===== config.mk =====
export PLATFORM = sky130hd
export DESIGN_NAME = vc_evict_txdat
export DESIGN_NICKNAME = d
export VERILOG_FILES = /design/src/rtl/vc_evict_txdat.sv
export SDC_FILE = /design/constraint.sdc
export NUM_CORES = 1
export LEC_CHECK = 0
export ABC_AREA = 1
export CAP_MARGIN = 20
export CELL_PAD_IN_SITES_DETAIL_PLACEMENT = 0
export CELL_PAD_IN_SITES_GLOBAL_PLACEMENT = 1
export CORE_MARGIN = 2
export CORE_UTILIZATION = 35
export DETAILED_ROUTE_END_ITERATION = 16
export PLACE_DENSITY_LB_ADDON = 0.1
export SYNTH_ARGS = -nofsm -noshare
export SYNTH_HDL_FRONTEND = slang
export SYNTH_SLANG_ARGS = --single-unit

===== constraint.sdc =====
create_clock -name clk -period 13.9 [get_ports clk]
set_input_delay 2.085 -clock clk [delete_from_list [all_inputs] [get_ports clk]]
set_output_delay 2.085 -clock clk [all_outputs]
set_load 0.01 [all_outputs]

===== src/rtl/vc_evict_txdat.sv =====
// Evict write-back sender: buffers evicted line beats in a small FIFO, forwards them downstream
// and pulses adp_done with the MSHR index once the last beat of a line is handed off.
module vc_evict_txdat #(
   parameter int unsigned DATA_W     = 256,
   parameter int unsigned BEATS      = 4,
   parameter int unsigned IDX_W      = 5,
   parameter int unsigned FIFO_DEPTH = 4
) (
   input  logic              clk,
   input  logic              rst_n,
   input  logic              evict_data_vld,
   input  logic [DATA_W-1:0] evict_data,
   input  logic [IDX_W-1:0]  evict_data_idx,
   output logic              evict_data_rdy,
   output logic              downstream_txdat_vld,
   output logic [DATA_W-1:0] downstream_txdat_data,
   output logic [IDX_W-1:0]  downstream_txdat_idx,
   output logic              downstream_txdat_last,
   input  logic              downstream_txdat_rdy,
   output logic              adp_done,
   output logic [IDX_W-1:0]  adp_done_idx
);

   localparam int unsigned CntW  = (BEATS > 1) ? $clog2(BEATS) : 1;
   localparam int unsigned PtrW  = (FIFO_DEPTH > 1) ? $clog2(FIFO_DEPTH) : 1;
   localparam int unsigned PtrFW = PtrW + 1;
   localparam logic [CntW-1:0] LastCnt = CntW'(BEATS - 1);

   typedef enum logic [1:0] {StIdle, StSend, StDone} state_e;

   state_e              state_q, state_d;
   logic                rdy_en_q;
   logic [CntW-1:0]     in_cnt_q, in_cnt_d;
   logic [IDX_W-1:0]    cur_idx_q, cur_idx_d;
   logic [PtrFW-1:0]    wr_ptr_q, wr_ptr_d;
   logic [PtrFW-1:0]    rd_ptr_q, rd_ptr_d;
   logic [IDX_W-1:0]    done_idx_q, done_idx_d;

   logic [DATA_W-1:0]   mem_data_q [FIFO_DEPTH];
   logic [IDX_W-1:0]    mem_idx_q  [FIFO_DEPTH];
   logic                mem_last_q [FIFO_DEPTH];

   logic                fifo_empty;
   logic                fifo_full;
   logic                idx_ok;
   logic                push;
   logic                pop;
   logic [DATA_W-1:0]   head_data;
   logic [IDX_W-1:0]    head_idx;
   logic                head_last;

   assign fifo_empty = (wr_ptr_q == rd_ptr_q);
   assign fifo_full  = (wr_ptr_q[PtrW] != rd_ptr_q[PtrW]) &&
                       (wr_ptr_q[PtrW-1:0] == rd_ptr_q[PtrW-1:0]);

   // Mid-line beats of another entry are held off so lines never interleave.
   assign idx_ok         = (in_cnt_q == '0) || (evict_data_idx == cur_idx_q);
   assign evict_data_rdy = rdy_en_q && !fifo_full && idx_ok;
   assign push           = evict_data_vld && evict_data_rdy;

   assign head_data = mem_data_q[rd_ptr_q[PtrW-1:0]];
   assign head_idx  = mem_idx_q[rd_ptr_q[PtrW-1:0]];
   assign head_last = mem_last_q[rd_ptr_q[PtrW-1:0]];

   assign downstream_txdat_vld  = !fifo_empty;
   assign downstream_txdat_data = fifo_empty ? '0 : head_data;
   assign downstream_txdat_idx  = fifo_empty ? '0 : head_idx;
   assign downstream_txdat_last = fifo_empty ? 1'b0 : head_last;
   assign pop                   = downstream_txdat_vld && downstream_txdat_rdy;

   assign adp_done     = (state_q == StDone);
   assign adp_done_idx = done_idx_q;

   always_comb begin
      in_cnt_d  = in_cnt_q;
      cur_idx_d = cur_idx_q;
      wr_ptr_d  = wr_ptr_q;
      rd_ptr_d  = rd_ptr_q;
      if (push) begin
         in_cnt_d = in_cnt_q + CntW'(1);
         wr_ptr_d = wr_ptr_q + PtrFW'(1);
         if (in_cnt_q == '0) begin
            cur_idx_d = evict_data_idx;
         end
      end
      if (pop) begin
         rd_ptr_d = rd_ptr_q + PtrFW'(1);
      end
   end

   always_comb begin
      state_d    = state_q;
      done_idx_d = done_idx_q;
      if (pop && head_last) begin
         done_idx_d = head_idx;
      end
      unique case (state_q)
         StIdle: begin
            if (pop) begin
               state_d = head_last ? StDone : StSend;
            end
         end
         StSend: begin
            if (pop && head_last) begin
               state_d = StDone;
            end
         end
         StDone: begin
            if (pop) begin
               state_d = head_last ? StDone : StSend;
            end else begin
               state_d = StIdle;
            end
         end
         default: state_d = StIdle;
      endcase
   end

   always_ff @(posedge clk or negedge rst_n) begin
      if (!rst_n) begin
         rdy_en_q   <= 1'b0;
         in_cnt_q   <= '0;
         cur_idx_q  <= '0;
         wr_ptr_q   <= '0;
         rd_ptr_q   <= '0;
         state_q    <= StIdle;
         done_idx_q <= '0;
      end else begin
         rdy_en_q   <= 1'b1;
         in_cnt_q   <= in_cnt_d;
         cur_idx_q  <= cur_idx_d;
         wr_ptr_q   <= wr_ptr_d;
         rd_ptr_q   <= rd_ptr_d;
         state_q    <= state_d;
         done_idx_q <= done_idx_d;
      end
   end

   // Storage needs no reset: the pointers define which entries are live.
   always_ff @(posedge clk) begin
      if (push) begin
         mem_data_q[wr_ptr_q[PtrW-1:0]] <= evict_data;
         mem_idx_q[wr_ptr_q[PtrW-1:0]]  <= evict_data_idx;
         mem_last_q[wr_ptr_q[PtrW-1:0]] <= (in_cnt_q == LastCnt);
      end
   end

endmodule


==> metrics.yaml, run 1 <==
status: "completed"
cts_sinks: 1069
io_pins: 535
worstHoldPathType: "flop to flop"
worst_setup_path_start_kind: "flop"
grt_pass1_vias: 27400
finalHoldViolations: 0
first_iter_violations: 1509
rr_worst_depth: 8
synth_common_cells: "edfxtp_1 (1048), nor2_1 (535), o21ai_0 (524), nand2_1 (318), inv_1 (268)"
path_clk_slew_ns: 0.06
rsz0062_at_grt: "false"
globalRoute.totalOverflow: 0
gp_congestion: 0.739
reg2reg_slack_ns: 8.66
critPathKind: "flop to output pin"
postRouteWirelength_um: 115000
initial_utilization_pct: 35.3
grt_max_degree: 230
syn_area_sq_um: 41700
drc: 0
endpoint_kind: "output pin"
ys_ff_latch: 1069
async_flop_share_pct: 1.96
first_pass_iters: 5
synth_nets: 3503
drive_above_1_share_pct: 5.47
cts_made_buffers: 116
required_ns: 11.81
dieWidth_um: 349
relSlewSlack_pct: 18.3
holdPathStages: 1
cts_setup_buffers: 0
report.final.setup_viol: 0
synth_flop_cell: "edfxtp_1"
max_freq_mhz: 124
core_sq_um: 118000
yosysWarnings: 0
ctsHoldBuffers: 0
ys_types: 23
synth_edf_count: 1048
cts_resized: 0
cts_buffer_depth: 3
synth.most_common_cell: "edfxtp_1"
row_count: 126
fin_util_pct: 44.0
finalCritPeriodShare_pct: 58.2
fin_worst_skew_ns: 0.0171
h-tree-depth: 3
track_usage_pct: 18.5
cts_tree: "yes"
placed_cell_area_sq_um: 48500
synth.top_cell.area_share_pct: 75.4
syn_area_per_cell_sq_um: 12.9
ir_worst_vdd_mv: 0.141
synth_area_leaders: "edfxtp_1 (75%), o21ai_0 (6.3%), nor2_1 (4.8%), o22ai_1 (3.9%), nand2_1 (2.9%)"
arrival_ns: 6.00
p_leak_nw: 18.5
cap_violations: 0
synth_cells: 3231
routed-via-count: 26700
finalNetCount: 3985
worst_pin_slew_ns: 1.23
maxSlewViolCount: 0
fin_crit_ns: 8.09
antenna_found_initial: 40
crit_path_max_fanout: 229
worst_skew_pair.late_latency_ns: 0.70
synth-seq-area-share_pct: 76.7
root_buffer: "clkbuf_16"
die_area_sq_um: 122000
grt_pass1_wl_um: 170000
synth_top_area_cell: "edfxtp_1"
hpwl_um: 63300
antenna_left: 0
post_drt_wl_per_cell_um: 21.5
p_per_area_nw_per_um2: 230
portBuffers: 534
fin_tns_setup_ns: 0
viasPerCell: 5.00
syn_to_final_growth_pct: 24.6
dieHeight_um: 349
fin_area_sq_um: 52000
[stage by stage]
step                instances  hold WS, ns  setup WS [ns]  total power [mW]
CTS                      5336        0.486           5.83              12.2
global placement         5128        0.459           6.27              9.23
detailed placement       5130        0.479           6.59              9.28
floorplan                3231        0.446         -0.589              6.70
global route             5347        0.514           5.49              12.7
finish                   5349        0.481           5.81              11.9
[layout by cell type, fill, tap and decap left out, types with 2 or more instances in the layout]
cell and n:
buf_12 4, buf_16 3, buf_4 28, bufinv_16 5, clkbuf_1 38, clkbuf_16 118
clkdlybuf4s50_1 534, clkinv_1 23, clkinv_2 14, clkinvlp_4 3, dfrtp_1 19, dfrtp_4 2
diode_2 12, edfxtp_1 1048, ha_1 7, inv_1 267, inv_2 17, inv_6 4
inv_8 2, nand2_1 318, nand3_1 7, nand4_1 7, nor2_1 531, nor2_4 4
o21ai_0 524, o22ai_1 262, xnor2_1 2, xor2_1 3
[worst max-delay path, stage by stage, from the launching register on]
cell and delay [ns]:
dfrtp_4 0.77, buf_4 0.55, inv_8 0.62, buf_4 0.83, buf_12 0.68, o21ai_0 0.17, o22ai_1 0.35, nand2_1 0.12
inv_2 0.08, clkdlybuf4s50_1 0.53
[path summary, 6_finish.rpt]
check	from	endpoint
worst max-delay path	rd_ptr_q[0]	downstream_txdat_data[191]
worst min-delay path	state_q[1]	state_q[1]
worst max register to register	rd_ptr_q[1]	mem_data_q[0][177]
worst min register to register	state_q[1]	state_q[1]
max in group asynchronous	rst_n	rd_ptr_q[0]
min in group asynchronous	rst_n	adp_done_idx[4]
[sequential cells by signal, indices dropped and copies added (netlist names)]
name          cells
mem_data_q     1024
mem_idx_q        20
adp_done_idx      5
cur_idx_q         5
mem_last_q        4
rd_ptr_q          3
wr_ptr_q          3
in_cnt_q          2
state_q           2
rdy_en_q          1
[area by class of cell]
class,count,area [sq um]
flip-flops and latches,1069,32000
clock buffers,156,3100
multi-input cells,1671,7750
fillers,10700,66100
clock inverters,50,380
diodes,12,30.0
well taps,1536,1920
repair buffers,569,5720
inverters,286,1090
[cells by family (layout without fill, tap and decap cells)]
logic type	Yosys count	after routing	synth area share (%)
compound gates	789	789	10.3
simple gates	868	868	7.88
xor+xnor	6	6	0.144
fa+ha+maj	7	7	0.210
flops	1069	1069	76.7
other cells	1	13	0.00899
buf+inv	491	1061	4.83
[per-layer routing]
layer  vias to the layer above  global-route usage [%]  wire length [um]
li1                      12500                       -                 -
met1                     13400                    22.5             47200
met2                       664                    31.4             57100
met3                       201                    5.15              7830
met4                        52                    6.36              2730
met5                         -                       0               338
[power by group]
part / total [mW] / switching (mW) / leakage (nW) / internal [mW]
clock: 2.85 / 1.21 / 1.69 / 1.64
combinational: 5.13 / 3.05 / 7.09 / 2.09
sequential: 3.97 / 0.134 / 9.72 / 3.84
total: 11.9 / 4.39 / 18.5 / 7.56
No activity file was read; power rests on OpenSTA's default activity.
==> inputs of run 2 (changes only) <==
==> constraint.sdc (replaced) <==
create_clock -name clk -period 7.7 [get_ports clk]
set_input_delay 1.155 -clock clk [delete_from_list [all_inputs] [get_ports clk]]
set_output_delay 1.155 -clock clk [all_outputs]
set_load 0.01 [all_outputs]
==> run 2 against run 1 <==
Register-to-register slack worse by 5.1 ns. Combinational power is 83% higher. Highest routed layer unchanged. Via count is 0.17% higher. Global-route usage hardly changed.
==> metrics.yaml, run 2 (synthesized netlist as in run 1, its figures left out) <==
seqPwrFrac_pct: 32.4
maxSlewViolCount: 0
largest_register_ffs: 1024
syn_to_final_growth_pct: 25.5
dr_wl_met2_um: 57200
post-place-ws_ns: 2.49
stdcell_count: 5348
routed-via-count: 26800
endpoint_kind: "output pin"
first_pass_iters: 7
relSlewSlack_pct: 28.3
post_drt_wl_per_cell_um: 21.6
track_usage_pct: 18.5
h-tree-depth: 3
p_sw_mw: 8.02
cts_setup_buffers: 0
required_ns: 6.55
portBuffers: 534
core_sq_um: 118000
grt_pass1_vias: 27100
setup_slack_ns: 1.86
ctsHoldBuffers: 0
placed_cell_area_sq_um: 48500
globalRoute.totalOverflow: 0
p_per_area_nw_per_um2: 420
gp_congestion: 0.749
cts_sinks: 1069
worstHoldPathType: "flop to flop"
finalNetCount: 3983
fin_util_pct: 44.4
cts_made_buffers: 116
drc: 0
initial_utilization_pct: 35.3
highest_layer: "met5"
antenna_found_initial: 23
first_iter_violations: 1957
hpwl_um: 63800
path_clk_slew_ns: 0.06
root_buffer: "clkbuf_16"
dp.cells: 5127
worst_setup_path_start_kind: "flop"
antenna_left: 0
ir_worst_vdd_mv: 0.367
drive_above_1_share_pct: 6.01
wl_met3_um: 7000
cts_resized: 0
fin_worst_skew_ns: 0.0305
rsz0062_at_grt: "false"
viasPerCell: 5.01
dieHeight_um: 349
worst_skew_pair.late_latency_ns: 0.69
wl_met1_um: 48800
final_common_cell: "edfxtp_1"
p_comb_share_pct: 42.8
clockPowerShare_pct: 24.9
critPathKind: "flop to output pin"
arrival_ns: 4.68
max_freq_mhz: 171
dieWidth_um: 349
intPower_mw: 14.0
p_leak_nw: 18.7
postRouteWirelength_um: 115000
report.final.setup_viol: 0
layout_common_cells: "edfxtp_1 (1048), clkdlybuf4s50_1 (534), nor2_1 (531)"
fin_tns_setup_ns: 0
io_pins: 535
finalCritPeriodShare_pct: 75.8
row_count: 126
cap_violations: 0
status: "completed"
crit_path_max_fanout: 80
fin_area_sq_um: 52400
cts_tree: "yes"
fin_crit_ns: 5.84
grt_pass1_wl_um: 169000
grt_max_degree: 166
finalHoldViolations: 0
worst_pin_slew_ns: 1.08
cts_buffer_depth: 3
holdWs_ns: 0.488
power_mw: 22.0
die_area_sq_um: 122000
sw_frac_of_total_pct: 36.5
[run 2: cell count changes in the layout (fill, tap and decap cells not counted), sizes merged]
cell / delta
bufinv: +8
diode: -8
buf: -2
clkbuf: -18
clkinv: +22
inv: -3
[run 2: per-layer routing]
| metal | global-route usage (%) | up-vias |
|---|---|---|
| met5 | 0 | - |
| met4 | 5.08 | 34 |
| met3 | 4.14 | 164 |
| met2 | 31.6 | 674 |
| met1 | 23.5 | 13500 |
| li1 | - | 12500 |
[run 2: path summary, 6_finish.rpt]
path | from | end | slack, ns | cells past startpoint
worst max-delay path | rd_ptr_q[1] | downstream_txdat_data[79] | 1.86 | 7
worst min-delay path | state_q[1] | state_q[1] | 0.49 | 1
worst max register to register | rd_ptr_q[1] | mem_data_q[2][194] | 3.52 | 7
worst min register to register | state_q[1] | state_q[1] | 0.49 | 1
max in group asynchronous | rst_n | rd_ptr_q[1] | 6.55 | 2
min in group asynchronous | rst_n | adp_done_idx[2] | 0.73 | 1
[run 2: final cells by class]
cell class | instances | area, sq um
well taps | 1536 | 1920
clock buffers | 138 | 3070
repair buffers | 567 | 5820
clock inverters | 77 | 723
flip-flops and latches | 1069 | 32000
diodes | 4 | 10.0
inverters | 286 | 1090
fillers | 10600 | 65700
multi-input cells | 1671 | 7750
[run 2: worst max-delay path, stage by stage, from the launching register on]
cell,delay [ns]
dfrtp_4,0.95
buf_4,0.91
buf_4,0.77
o21ai_0,0.22
o22ai_1,0.24
nand2_1,0.08
inv_1,0.19
clkdlybuf4s50_1,0.57
[run 2: power groups by stage]
stage,clock (mW),sequential [mW],combinational [mW]
2_1_floorplan,0,7.25,4.76
3_3_place_gp,0,7.22,9.52
3_5_place_dp,0,7.24,9.61
4_1_cts,5.61,7.12,9.64
5_1_grt,5.83,7.16,10.3
6_report,5.47,7.12,9.40
==> inputs of run 3 (changes only) <==
==> constraint.sdc (replaced) <==
create_clock -name clk -period 5.55 [get_ports clk]
set_input_delay 0.8325 -clock clk [delete_from_list [all_inputs] [get_ports clk]]
set_output_delay 0.8325 -clock clk [all_outputs]
set_load 0.01 [all_outputs]
==> run 3 against run 2 <==
Global-route usage up 0.058 points. Cell count up 0.52%. Setup slack worse by 1.2 ns. Clock-buffer cell count down 5. Die area unchanged. Clock skew up 0.0014 ns. Sequential power up 39%. Sequential share of layout area down 0.47 points. Power up 40%. Register-to-register slack worse by 1.7 ns.
==> metrics.yaml, run 3 (synthesized netlist as in run 1, its figures left out) <==
status: "completed"
p_per_area_nw_per_um2: 583
grt_pass1_wl_um: 171000
globalRoute.totalOverflow: 0
portBuffers: 534
viasPerCell: 4.99
cp_slowest_cell: "dfrtp_4"
arrival_ns: 4.08
critPathKind: "flop to output pin"
track_usage_pct: 18.5
worst_setup_path_start_kind: "flop"
cts_buffer_depth: 3
reg2reg_slack_ns: 1.87
post-place-ws_ns: 1.36
row_count: 126
post_drt_wl_per_cell_um: 21.6
ir_worst_vdd_mv: 0.359
cts_tree: "yes"
fin_area_sq_um: 52800
initial_utilization_pct: 35.3
final_common_cell: "edfxtp_1"
hpwl_um: 66300
relSlewSlack_pct: 23.9
first_iter_violations: 1786
cts_sinks: 1069
grt_max_degree: 202
p_leak_nw: 18.9
core_sq_um: 118000
finalHoldViolations: 0
required_ns: 4.72
root_buffer: "clkbuf_16"
cap_violations: 0
antenna_found_initial: 28
finalNetCount: 4004
drc: 0
critPathBufInv: 3
hp-start: "state_q[1]"
worstHoldPathType: "flop to flop"
cts_resized: 0
path_cells: "buf_12 > o21ai_0 > o22ai_1 > nand2_1 > inv_1 > clkdlybuf4s50_1"
dieHeight_um: 349
crit_family: "buffers and inverters"
routed-via-count: 26800
dieWidth_um: 349
cts_made_buffers: 115
postRouteWirelength_um: 116000
crit_path_max_fanout: 201
worst_skew_pair.late_latency_ns: 0.70
startpoint: "rd_ptr_q[0]"
die_area_sq_um: 122000
max_freq_mhz: 204
drive_above_1_share_pct: 6.61
rsz0062_at_grt: "false"
report.final.setup_viol: 0
antenna_left: 0
r2r-start: "rd_ptr_q[1]"
endpoint_kind: "output pin"
fin_crit_ns: 4.91
fin_worst_skew_ns: 0.0320
path_clk_slew_ns: 0.06
ctsHoldBuffers: 0
syn_to_final_growth_pct: 26.5
setup_slack_ns: 0.636
finalCritPeriodShare_pct: 88.5
worst_pin_slew_ns: 1.14
h-tree-depth: 3
largest_register_ffs: 1024
io_pins: 535
holdWs_ns: 0.484
cpPeakStageDelay_ns: 0.97
placed_cell_area_sq_um: 48800
grt_pass1_vias: 27800
gp_congestion: 0.754
maxSlewViolCount: 0
layout_common_cells: "edfxtp_1 (1048), clkdlybuf4s50_1 (534), nor2_1 (530)"
first_pass_iters: 5
cts_setup_buffers: 0
[run 3: cell types whose count changed in the layout (fill, tap and decap cells not counted), moves of 2 or more]
cell / delta
clkinv_4: +2
nand2_1: -2
clkinvlp_4: +3
inv_1: -2
clkinv_2: -10
diode_2: +9
bufinv_16: +6
buf_4: +10
clkinv_8: -2
clkbuf_16: -4
buf_16: -2
buf_12: +13
[run 3: per-stage QoR]
step | power, mW | TNS [ns] | util [%] | std cells
final | 30.8 | 0 | 44.7 | 5376
after floorplan | 16.6 | -267.72 | - | 3231
after detailed placement | 23.4 | 0 | 41.4 | 5149
after global placement | 23.3 | 0 | 41.4 | 5149
after global routing | 32.6 | 0 | 44.7 | 5376
after CTS | 31.3 | 0 | 44.6 | 5361
[run 3: path summary, 6_finish.rpt]
check | end | cells past startpoint
worst max-delay path | downstream_txdat_data[246] | 6
worst min-delay path | state_q[1] | 1
worst max register to register | mem_data_q[0][198] | 7
worst min register to register | state_q[1] | 1
max in group asynchronous | cur_idx_q[1] | 2
min in group asynchronous | adp_done_idx[2] | 1
[run 3: cell type report]
type | count | area (sq um)
Sequential cell | 1069 | 32000
Clock buffer | 133 | 2970
Tap cell | 1536 | 1920
Inverter | 286 | 1090
Fill cell | 10600 | 65300
Antenna cell | 13 | 32.5
Clock inverter | 79 | 893
Timing Repair Buffer | 589 | 6110
Multi-Input combinational cell | 1671 | 7760
[run 3: metal layers]
layer	GRT usage, %	wire (um)
met1	23.9	49500
met3	3.91	6190
met2	31.2	57100
met5	0	190
met4	6.09	2920
[run 3: where the power goes]
part           internal, mW  switching, mW  total, mW
Clock                  4.69           3.10       7.79
Combinational          5.35           7.72       13.1
Sequential             9.60          0.337       9.93
Total                  19.6           11.2       30.8
